File: config.mk
export PLATFORM = sky130hd
export DESIGN_NAME = lsu_ctrl
export DESIGN_NICKNAME = d
export VERILOG_FILES = /design/src/rtl/lsu_ctrl.sv
export SDC_FILE = /design/constraint.sdc
export NUM_CORES = 1
export LEC_CHECK = 0
export CAP_MARGIN = 10
export CORE_MARGIN = 1
export CORE_UTILIZATION = 25
export CTS_CLUSTER_DIAMETER = 200
export CTS_CLUSTER_SIZE = 30
export DETAILED_ROUTE_END_ITERATION = 8
export GPL_TIMING_DRIVEN = 1
export PLACE_DENSITY = 0.57
export SYNTH_ARGS = -nofsm -noshare
export SYNTH_HDL_FRONTEND = slang
export SYNTH_SLANG_ARGS = --single-unit
File: constraint.sdc
create_clock -name clk -period 1.9 [get_ports clk]
set_clock_uncertainty 0.05 [all_clocks]
set_input_delay 0.57 -clock clk [delete_from_list [all_inputs] [get_ports clk]]
set_output_delay 0.57 -clock clk [all_outputs]
set_load 0.1 [all_outputs]
File: src/rtl/lsu_ctrl.sv
`default_nettype none
//============================================================================
// Module   : lsu_ctrl
// Purpose  : Load/store unit controller. Accepts one memory request from
//            execute, checks alignment and mask legality, drives a single
//            word-aligned bus request and waits for its response. Load data
//            is shifted, sized and extended; the result is held until the
//            consumer accepts it. A cycle counter aborts a bus access that
//            does not complete within TIMEOUT cycles.
// Ports    :
//   clk, rst                 - clock, synchronous active-high reset
//   in_valid / in_ready      - request handshake from execute
//   mem_r_en, mem_w_en       - load / store request flags
//   mem_addr, mem_w          - byte address, right-justified store data
//   mem_mask                 - unshifted store mask (0001, 0011, 1111)
//   ld_size, ld_unsigned     - load size (0 byte, 1 half, 2 word), zero-ext
//   bus_valid / bus_ready    - bus request handshake
//   bus_we, bus_addr         - write flag, word-aligned address
//   bus_wdata, bus_wstrb     - lane-aligned store data and byte strobes
//   bus_rvalid, bus_rdata    - bus response / write acknowledge
//   out_valid / out_ready    - result handshake
//   out_rdata, out_err       - extracted load data, error flag
// Revision : 1.0 - initial release
//============================================================================
module lsu_ctrl #(
    parameter int ISA_WIDTH = 32,   // data/address width, at least 32
    parameter int TIMEOUT   = 255   // max REQ+WAIT cycles before abort
) (
    input  logic                 clk,
    input  logic                 rst,
    // request from execute
    input  logic                 in_valid,
    output logic                 in_ready,
    input  logic                 mem_r_en,
    input  logic                 mem_w_en,
    input  logic [ISA_WIDTH-1:0] mem_addr,
    input  logic [ISA_WIDTH-1:0] mem_w,
    input  logic [3:0]           mem_mask,
    input  logic [1:0]           ld_size,
    input  logic                 ld_unsigned,
    // bus request
    output logic                 bus_valid,
    input  logic                 bus_ready,
    output logic                 bus_we,
    output logic [ISA_WIDTH-1:0] bus_addr,
    output logic [ISA_WIDTH-1:0] bus_wdata,
    output logic [3:0]           bus_wstrb,
    // bus response
    input  logic                 bus_rvalid,
    input  logic [ISA_WIDTH-1:0] bus_rdata,
    // result
    output logic                 out_valid,
    input  logic                 out_ready,
    output logic [ISA_WIDTH-1:0] out_rdata,
    output logic                 out_err
);

    localparam int              c_CW      = (TIMEOUT < 2) ? 1 : $clog2(TIMEOUT + 1);
    localparam logic [c_CW-1:0] c_TIMEOUT = c_CW'(TIMEOUT);

    localparam logic [1:0] c_ST_IDLE = 2'd0;
    localparam logic [1:0] c_ST_REQ  = 2'd1;
    localparam logic [1:0] c_ST_WAIT = 2'd2;
    localparam logic [1:0] c_ST_DONE = 2'd3;

    logic [1:0]           r_state;
    logic [c_CW-1:0]      r_cnt;
    logic [1:0]           r_off;
    logic [1:0]           r_ld_size;
    logic                 r_ld_uns;
    logic                 r_is_store;
    logic                 r_bus_we;
    logic [ISA_WIDTH-1:0] r_bus_addr;
    logic [ISA_WIDTH-1:0] r_bus_wdata;
    logic [3:0]           r_bus_wstrb;
    logic [ISA_WIDTH-1:0] r_out_rdata;
    logic                 r_out_err;

    //------------------------------------------------------------------------
    // Request decode. Access size comes from ld_size for loads and from the
    // mask for stores; ld_size=3 is treated as a word.
    //------------------------------------------------------------------------
    logic       w_is_half;
    logic       w_is_word;
    logic       w_bad_mask;
    logic       w_noop;
    logic       w_err;
    logic [1:0] w_off;

    assign w_off      = mem_addr[1:0];
    assign w_is_half  = mem_r_en ? (ld_size == 2'd1) : (mem_mask == 4'b0011);
    assign w_is_word  = mem_r_en ? ld_size[1]        : (mem_mask == 4'b1111);
    assign w_bad_mask = mem_w_en && (mem_mask != 4'b0001) &&
                        (mem_mask != 4'b0011) && (mem_mask != 4'b1111);
    assign w_noop     = !mem_r_en && !mem_w_en;
    assign w_err      = (mem_r_en && mem_w_en)       ||
                        (w_is_half && w_off[0])      ||
                        (w_is_word && (w_off != 2'd0)) ||
                        w_bad_mask;

    //------------------------------------------------------------------------
    // Load extraction from the live response word, using the latched
    // request attributes.
    //------------------------------------------------------------------------
    logic [ISA_WIDTH-1:0] w_rshift;
    logic [ISA_WIDTH-1:0] w_ld_data;

    assign w_rshift = bus_rdata >> {r_off, 3'b000};

    always_comb begin
        w_ld_data = '0;
        case (r_ld_size)
            2'd0: w_ld_data = r_ld_uns ? ISA_WIDTH'(w_rshift[7:0])
                                       : ISA_WIDTH'($signed(w_rshift[7:0]));
            2'd1: w_ld_data = r_ld_uns ? ISA_WIDTH'(w_rshift[15:0])
                                       : ISA_WIDTH'($signed(w_rshift[15:0]));
            default: w_ld_data = r_ld_uns ? ISA_WIDTH'(w_rshift[31:0])
                                          : ISA_WIDTH'($signed(w_rshift[31:0]));
        endcase
    end

    logic [c_CW-1:0] w_cnt_next;
    logic            w_timeout;

    assign w_cnt_next = r_cnt + 1'b1;
    assign w_timeout  = (w_cnt_next == c_TIMEOUT);

    //------------------------------------------------------------------------
    // Control FSM
    //------------------------------------------------------------------------
    always_ff @(posedge clk) begin
        if (rst) begin
            r_state     <= c_ST_IDLE;
            r_cnt       <= '0;
            r_off       <= 2'd0;
            r_ld_size   <= 2'd0;
            r_ld_uns    <= 1'b0;
            r_is_store  <= 1'b0;
            r_bus_we    <= 1'b0;
            r_bus_addr  <= '0;
            r_bus_wdata <= '0;
            r_bus_wstrb <= 4'd0;
            r_out_rdata <= '0;
            r_out_err   <= 1'b0;
        end else begin
            case (r_state)
                c_ST_IDLE: begin
                    if (in_valid) begin
                        r_off       <= w_off;
                        r_ld_size   <= ld_size;
                        r_ld_uns    <= ld_unsigned;
                        r_is_store  <= mem_w_en;
                        r_bus_we    <= mem_w_en;
                        r_bus_addr  <= {mem_addr[ISA_WIDTH-1:2], 2'b00};
                        r_bus_wdata <= mem_w << {w_off, 3'b000};
                        r_bus_wstrb <= mem_mask << w_off;
                        r_out_rdata <= '0;
                        r_out_err   <= w_err;
                        r_cnt       <= '0;
                        r_state     <= (w_noop || w_err) ? c_ST_DONE : c_ST_REQ;
                    end
                end
                c_ST_REQ: begin
                    // A response in REQ is never consumed; only WAIT takes it.
                    r_cnt <= w_cnt_next;
                    if (w_timeout) begin
                        r_out_err <= 1'b1;
                        r_state   <= c_ST_DONE;
                    end else if (bus_ready) begin
                        r_state <= c_ST_WAIT;
                    end
                end
                c_ST_WAIT: begin
                    r_cnt <= w_cnt_next;
                    // A response arriving on the timeout cycle still completes
                    // the access normally.
                    if (bus_rvalid) begin
                        r_out_rdata <= r_is_store ? '0 : w_ld_data;
                        r_state     <= c_ST_DONE;
                    end else if (w_timeout) begin
                        r_out_err <= 1'b1;
                        r_state   <= c_ST_DONE;
                    end
                end
                c_ST_DONE: begin
                    if (out_ready) begin
                        r_state <= c_ST_IDLE;
                    end
                end
                default: r_state <= c_ST_IDLE;
            endcase
        end
    end

    assign in_ready  = (r_state == c_ST_IDLE);
    assign bus_valid = (r_state == c_ST_REQ);
    assign out_valid = (r_state == c_ST_DONE);
    assign bus_we    = r_bus_we;
    assign bus_addr  = r_bus_addr;
    assign bus_wdata = r_bus_wdata;
    assign bus_wstrb = r_bus_wstrb;
    assign out_rdata = r_out_rdata;
    assign out_err   = r_out_err;

endmodule
`default_nettype wire
==> results of run 1 <==
what timing repair did:
item | 4_1_cts | 5_1_grt
resized for setup | 6 | 25
buffers inserted | 6 | 1
endpoints found under the setup margin | 20 | 61
hold buffers | 0 | 0
pin swaps | 1 | 9
how the worst max path moves through the flow:
stage / slack, ns / from / cells past startpoint / endpoint
floorplan: -0.27 / r_state[0] / 11 / out_rdata[25]
CTS: -0.02 / r_state[0] / 3 / bus_valid
detailed placement: -0.45 / bus_rvalid / 7 / out_rdata[28]
global route: -0.06 / r_state[1] / 9 / out_rdata[28]
finish: 0.01 / r_state[1] / 4 / in_ready
global placement: -0.42 / bus_rdata[23] / 6 / out_rdata[8]
cell families after synthesis:
family          count (synthesis)  share of synthesized area
flops                         115                      0.430
buf+inv                        61                     0.0496
fa+ha+maj                       6                     0.0140
mux                            53                      0.108
other cells                     1                   0.000701
simple gates                  213                      0.170
compound gates                191                      0.228
registers in the layout, indices dropped and copies added, names as in the netlist:
name       flops
bus_wdata     32
out_rdata     32
bus_addr      30
r_cnt          8
bus_wstrb      4
r_ld_size      2
r_off          2
r_state        2
bus_we         1
out_err        1
r_ld_uns       1
critical path, stage by stage, from the launching register on:
cell and delay, ns:
dfxtp_2 0.36, inv_4 0.06, ha_4 0.16, buf_6 0.12
buf_12 0.15
per-layer routing:
metal	vias up	GRT usage	part of all wire
li1	2765	-	-
met1	2598	0.200	0.42
met2	188	0.274	0.47
met3	20	0.0690	0.095
met4	0	0.0608	0.015
met5	-	0	0
placed cells by master (no fill, tap or decap), types with 3 or more instances in the layout:
master	Yosys	layout
a21oi_1	74	73
o31ai_1	3	3
ha_4	0	3
nand2b_1	6	6
o211ai_1	10	10
dlymetal6s2s_1	0	4
buf_12	0	111
mux2_2	26	26
a222oi_1	9	9
a22oi_2	0	3
buf_6	1	6
clkinvlp_4	0	3
inv_1	7	5
buf_4	4	54
dfxtp_2	0	3
clkinv_2	0	5
nand3_1	8	7
o21ai_0	27	25
mux2i_1	26	26
nand2_1	110	109
a22oi_1	56	53
clkbuf_16	0	17
nor2_1	69	67
dfxtp_1	115	112
clkinv_4	0	3
bufinv_16	0	3
clkdlybuf4s50_1	0	105
power groups by stage:
stage                     clock (mW)  combinational [mW]  sequential, mW
after detailed placement           0                6.05            3.17
after global routing            3.42                6.54            3.16
final                           3.25                6.22            3.12
after global placement             0                6.04            3.16
after floorplan                    0                1.74            5.02
after CTS                       3.31                6.14            3.12
metrics by stage:
step,std cells,area (sq um),total power [mW],utilization,hold slack (ns)
after floorplan,641,5390,6.76,-,0.395
after global placement,1137,9210,9.20,0.438,0.417
after detailed placement,1137,9210,9.22,0.438,0.420
after CTS,1174,9850,12.6,0.469,0.428
after global routing,1175,9950,13.1,0.473,0.453
final,1175,9950,12.6,0.473,0.429
cell type report:
class                      instances  area [sq um]
clock buffer                      18           429
multi-input combinational        465          2880
inverter                           8          32.5
sequential                       115          2310
tap                              275           344
clock inverter                    14           164
timing repair buffer             280          3800
fill                            1937         11100
==> run metrics, run 1 <==
Yosys top cell area share 0.430; Area Overhead vs Synth 86.0%; R2R setup slack 0.03 ns; critical path class reg2out; Max VDD drop approximately 0.00067 V; CTS clock-pin slew for the worst setup and hold paths 0.06 ns; DR pass1 iterations 4; # diodes 0; Worst Hold Depth 2; initial antenna violation count 0; Total Wirelength roughly 18000 microns; # rows 53; vias in the first global route 5448; Die Y about 150 microns; top post-synthesis cells by count dfxtp_1, nand2_1, a21oi_1, nor2_1, a22oi_1; Worst Hold End r_ld_uns; status finished clean; Tot GR Track Use 0.169; clock share of power 0.258; Setup WS pre-CTS -0.446 ns; Worst-Margin Slew 0.567 ns; Yosys reg bits 115; Num CTS Buffers 17; global route total overflow 0; sequential power share 0.248; root buf cell clkbuf_16; Mapped Cells 640; Slew Limit Fails 0; worst path arrival time 1.27 ns; CP Capture Type output pin; leading area contributor after synthesis dfxtp_1; share of cells above drive strength 1 0.286; EDFF count, synth 0; TritonCTS clock tree yes; unrepaired setup endpoints after global routing yes; core outline area ~21000 sq um; Final #Nets ~1000; Clock Path Buffers 2; Setup Total Neg Slack 0 ns; Cell Int Power around 7 mW; I/O pin count 216; worst skew pair latency 0.42 ns; Die ar. 22000 sq um; Logic pwr share 0.494; hold wc startpoint r_ld_uns; final period utilization 0.995; DRC 0; Synth Area per Inst 8.36 sq um; ys async rst share 0; reg2reg start r_state[1]; Synth Warn # 0; gpl congestion 0.866; # H-tree levels 4; DR WL/cell around 16 microns; Crit path required time 1.28 ns; most common cell in the synthesized netlist dfxtp_1; Via density 4.74; Tmin final approximately 1.9 ns; switching share of power 0.431; Starting Density 0.254; P_sw 5.42 mW; clock sinks ~120; synthesized area roughly 5300 sq um; reg2reg path depth 9; main flop type after synthesis dfxtp_1; Fin. Hold Viols 0; sequential share of the synthesized area 0.430; max-capacitance violation count 0; top cells by area, synth dfxtp_1, a22oi_1, nand2_1; Min-Delay Path Class reg2reg; global-route wire length before repair 28900 microns; Cell Pwr Density 1260 nW/um^2; largest net degree at the start of global routing 45; worst rel slew slack 0.622; 1st-iter DRT viols 256; Distinct cells, synth 46; Worst R2R End out_rdata[28]; Die Width 148 microns; Leak 3.80 nW; # setup viols final 0; post-route ant nets 0; via count 5571; dpl hpwl roughly 14000 microns; fmax 529 MHz; setup ws final 0.00987 ns; Crit Path Max Fanout 3; I/O Buffers 213; startpoint type of the worst setup path flip-flop
Power figures use the tool's default switching activity.
==> run 2: changes to the inputs <==
--- a/config.mk
+++ b/config.mk
@@ -13,6 +13,7 @@
 export DETAILED_ROUTE_END_ITERATION = 8
 export GPL_TIMING_DRIVEN = 1
 export PLACE_DENSITY = 0.57
+export SKIP_CTS_REPAIR_TIMING = 1
 export SYNTH_ARGS = -nofsm -noshare
 export SYNTH_HDL_FRONTEND = slang
 export SYNTH_SLANG_ARGS = --single-unit
==> run metrics, run 2 (synthesis results as in run 1) <==
Via density 4.76 (was 4.74); Cell Int Power 7.12 mW (was 7.16 mW); Cell Pwr Density 1260 nW/um^2 (about the same); Starting Density 0.254 (unchanged); global-route wire length before repair 28800 microns (was 28900 microns); Clock Path Buffers 2 (unchanged); core outline area 21000 sq um (unchanged); # rows 53 (unchanged); CTS clock-pin slew for the worst setup and hold paths 0.06 ns (about the same); initial antenna violation count 0 (unchanged); Tmin final 1.92 ns (was 1.89 ns); critical path class reg2out (unchanged); fmax 520 MHz (was 529 MHz); Tot GR Track Use 0.168 (was 0.169); multi-input logic area 2840 sq um (was 2880 sq um); clock share of power 0.259 (was 0.258); final period utilization 1.01 (was 0.995); Final #Nets 1003 (was 1004); share of cells above drive strength 1 0.283 (was 0.286); placed cells 1137 (unchanged); TritonCTS clock tree yes (unchanged); Crit path required time 1.28 ns (about the same); Die ar. 22000 sq um (unchanged); sequential power share 0.249 (was 0.248); Die Width 148 microns (unchanged); Num CTS Buffers 17 (unchanged); failing checks setup timing; met2 wire len 8730 microns (was 8650 microns); 1st-iter DRT viols 259 (was 256); Worst-Margin Slew 0.656 ns (was 0.567 ns); Max VDD drop 0.000662 V (was 0.000668 V); DR pass1 iterations 5 (was 4); # setup viols final 2 (was 0); commonest non-fill, non-tap cells in the layout dfxtp_1, buf_12, nand2_1 (unchanged); max-capacitance violation count 0 (unchanged); DR WL/cell 15.7 microns (was 15.6 microns); Die Y 148 microns (unchanged); Area Overhead vs Synth 85.3% (was 86.0%); worst rel slew slack 0.560 (was 0.622); startpoint type of the worst setup path flip-flop (unchanged); # fillers 1943 (was 1937); Total Wirelength 18400 microns (about the same); most common cell after layout, fill and taps aside dfxtp_1 (unchanged); dpl hpwl 13700 microns (unchanged); Power, Total 12.5 mW (was 12.6 mW); non-filler cells in the finished layout 1174 (was 1175); clock sinks 115 (unchanged); Slew Limit Fails 0 (unchanged); Fin. Hold Viols 0 (unchanged); Reg area 2310 sq um (unchanged); Leak 3.80 nW (about the same); switching share of power 0.430 (was 0.431); DRC 0 (unchanged); # diodes 0 (unchanged); largest net degree at the start of global routing 45 (unchanged); root buf cell clkbuf_16 (unchanged); I/O pin count 216 (unchanged); Logic pwr share 0.491 (was 0.494); via count 5592 (was 5571); # H-tree levels 4 (unchanged); Crit Path Max Fanout 7 (was 3); vias in the first global route 5382 (was 5448); reg2reg path depth 8 (was 9); Min-Delay Path Class reg2reg (unchanged); gpl congestion 0.866 (unchanged); Worst Hold Depth 2 (unchanged); worst path arrival time 1.30 ns (was 1.27 ns); status finished, violations left (was finished clean); M1 WL 7640 microns (was 7680 microns); CP Capture Type output pin (unchanged); Setup WS pre-CTS -0.446 ns (unchanged); post-route ant nets 0 (unchanged); WL met3 1770 microns (was 1750 microns); P_sw 5.38 mW (was 5.42 mW); DR top layer met4 (unchanged); setup ws final -0.0230 ns (was 0.00987 ns); global route total overflow 0 (unchanged); unrepaired setup endpoints after global routing yes (unchanged); I/O Buffers 213 (unchanged); worst skew pair latency 0.42 ns (about the same)
run 2: changes by cell type in the layout (fill, tap and decap cells not counted), sizes merged:
cell	before	now
clkbuf	18	19
buf	171	169
dlymetal6s2s	4	5
clkdlybuf4s50	105	104
run 2: area by class of cell:
class | count | share of cell area
multi-input cells | 465 | 0.286
clock buffers | 18 | 0.0433
inverters | 8 | 0.00303
well taps | 275 | 0.0347
repair buffers | 279 | 0.383
clock inverters | 14 | 0.0165
flip-flops and latches | 115 | 0.233
run 2: per-stage QoR:
stage           util  cell area [sq um]  TNS [ns]  hold slack (ns)
2_1_floorplan      -               5390     -2.40            0.395
3_3_place_gp   0.438               9210    -25.09            0.417
3_5_place_dp   0.438               9210    -27.89            0.420
4_1_cts        0.466               9800     -1.47            0.428
5_1_grt        0.471               9910    -0.140            0.453
6_report       0.471               9910   -0.0249            0.429
run 2: critical path: stages, from the launching register on:
cell and delay (ns):
dfxtp_2 0.35, inv_2 0.06, ha_4 0.19, buf_6 0.13, buf_12 0.15
run 2: path summary, 6_finish.rpt:
path	startpoint	slack, ns	end
max	r_state[1]	-0.02	in_ready
min	r_ld_uns	0.43	r_ld_uns
max reg2reg	r_state[1]	0.08	out_rdata[29]
min reg2reg	r_ld_uns	0.43	r_ld_uns
run 2: power groups by stage:
stage | logic, mW | registers [mW] | clock network (mW)
after floorplan | 1.74 | 5.02 | 0
after global placement | 6.04 | 3.16 | 0
after detailed placement | 6.05 | 3.17 | 0
after CTS | 6.06 | 3.12 | 3.31
after global routing | 6.47 | 3.16 | 3.42
final | 6.14 | 3.12 | 3.24
run 2: per-layer routing:
layer,track usage,vias to the layer above
met4,0.0593,0
met3,0.0690,20
met2,0.272,181
li1,-,2763
met1,0.200,2628
met5,0,-
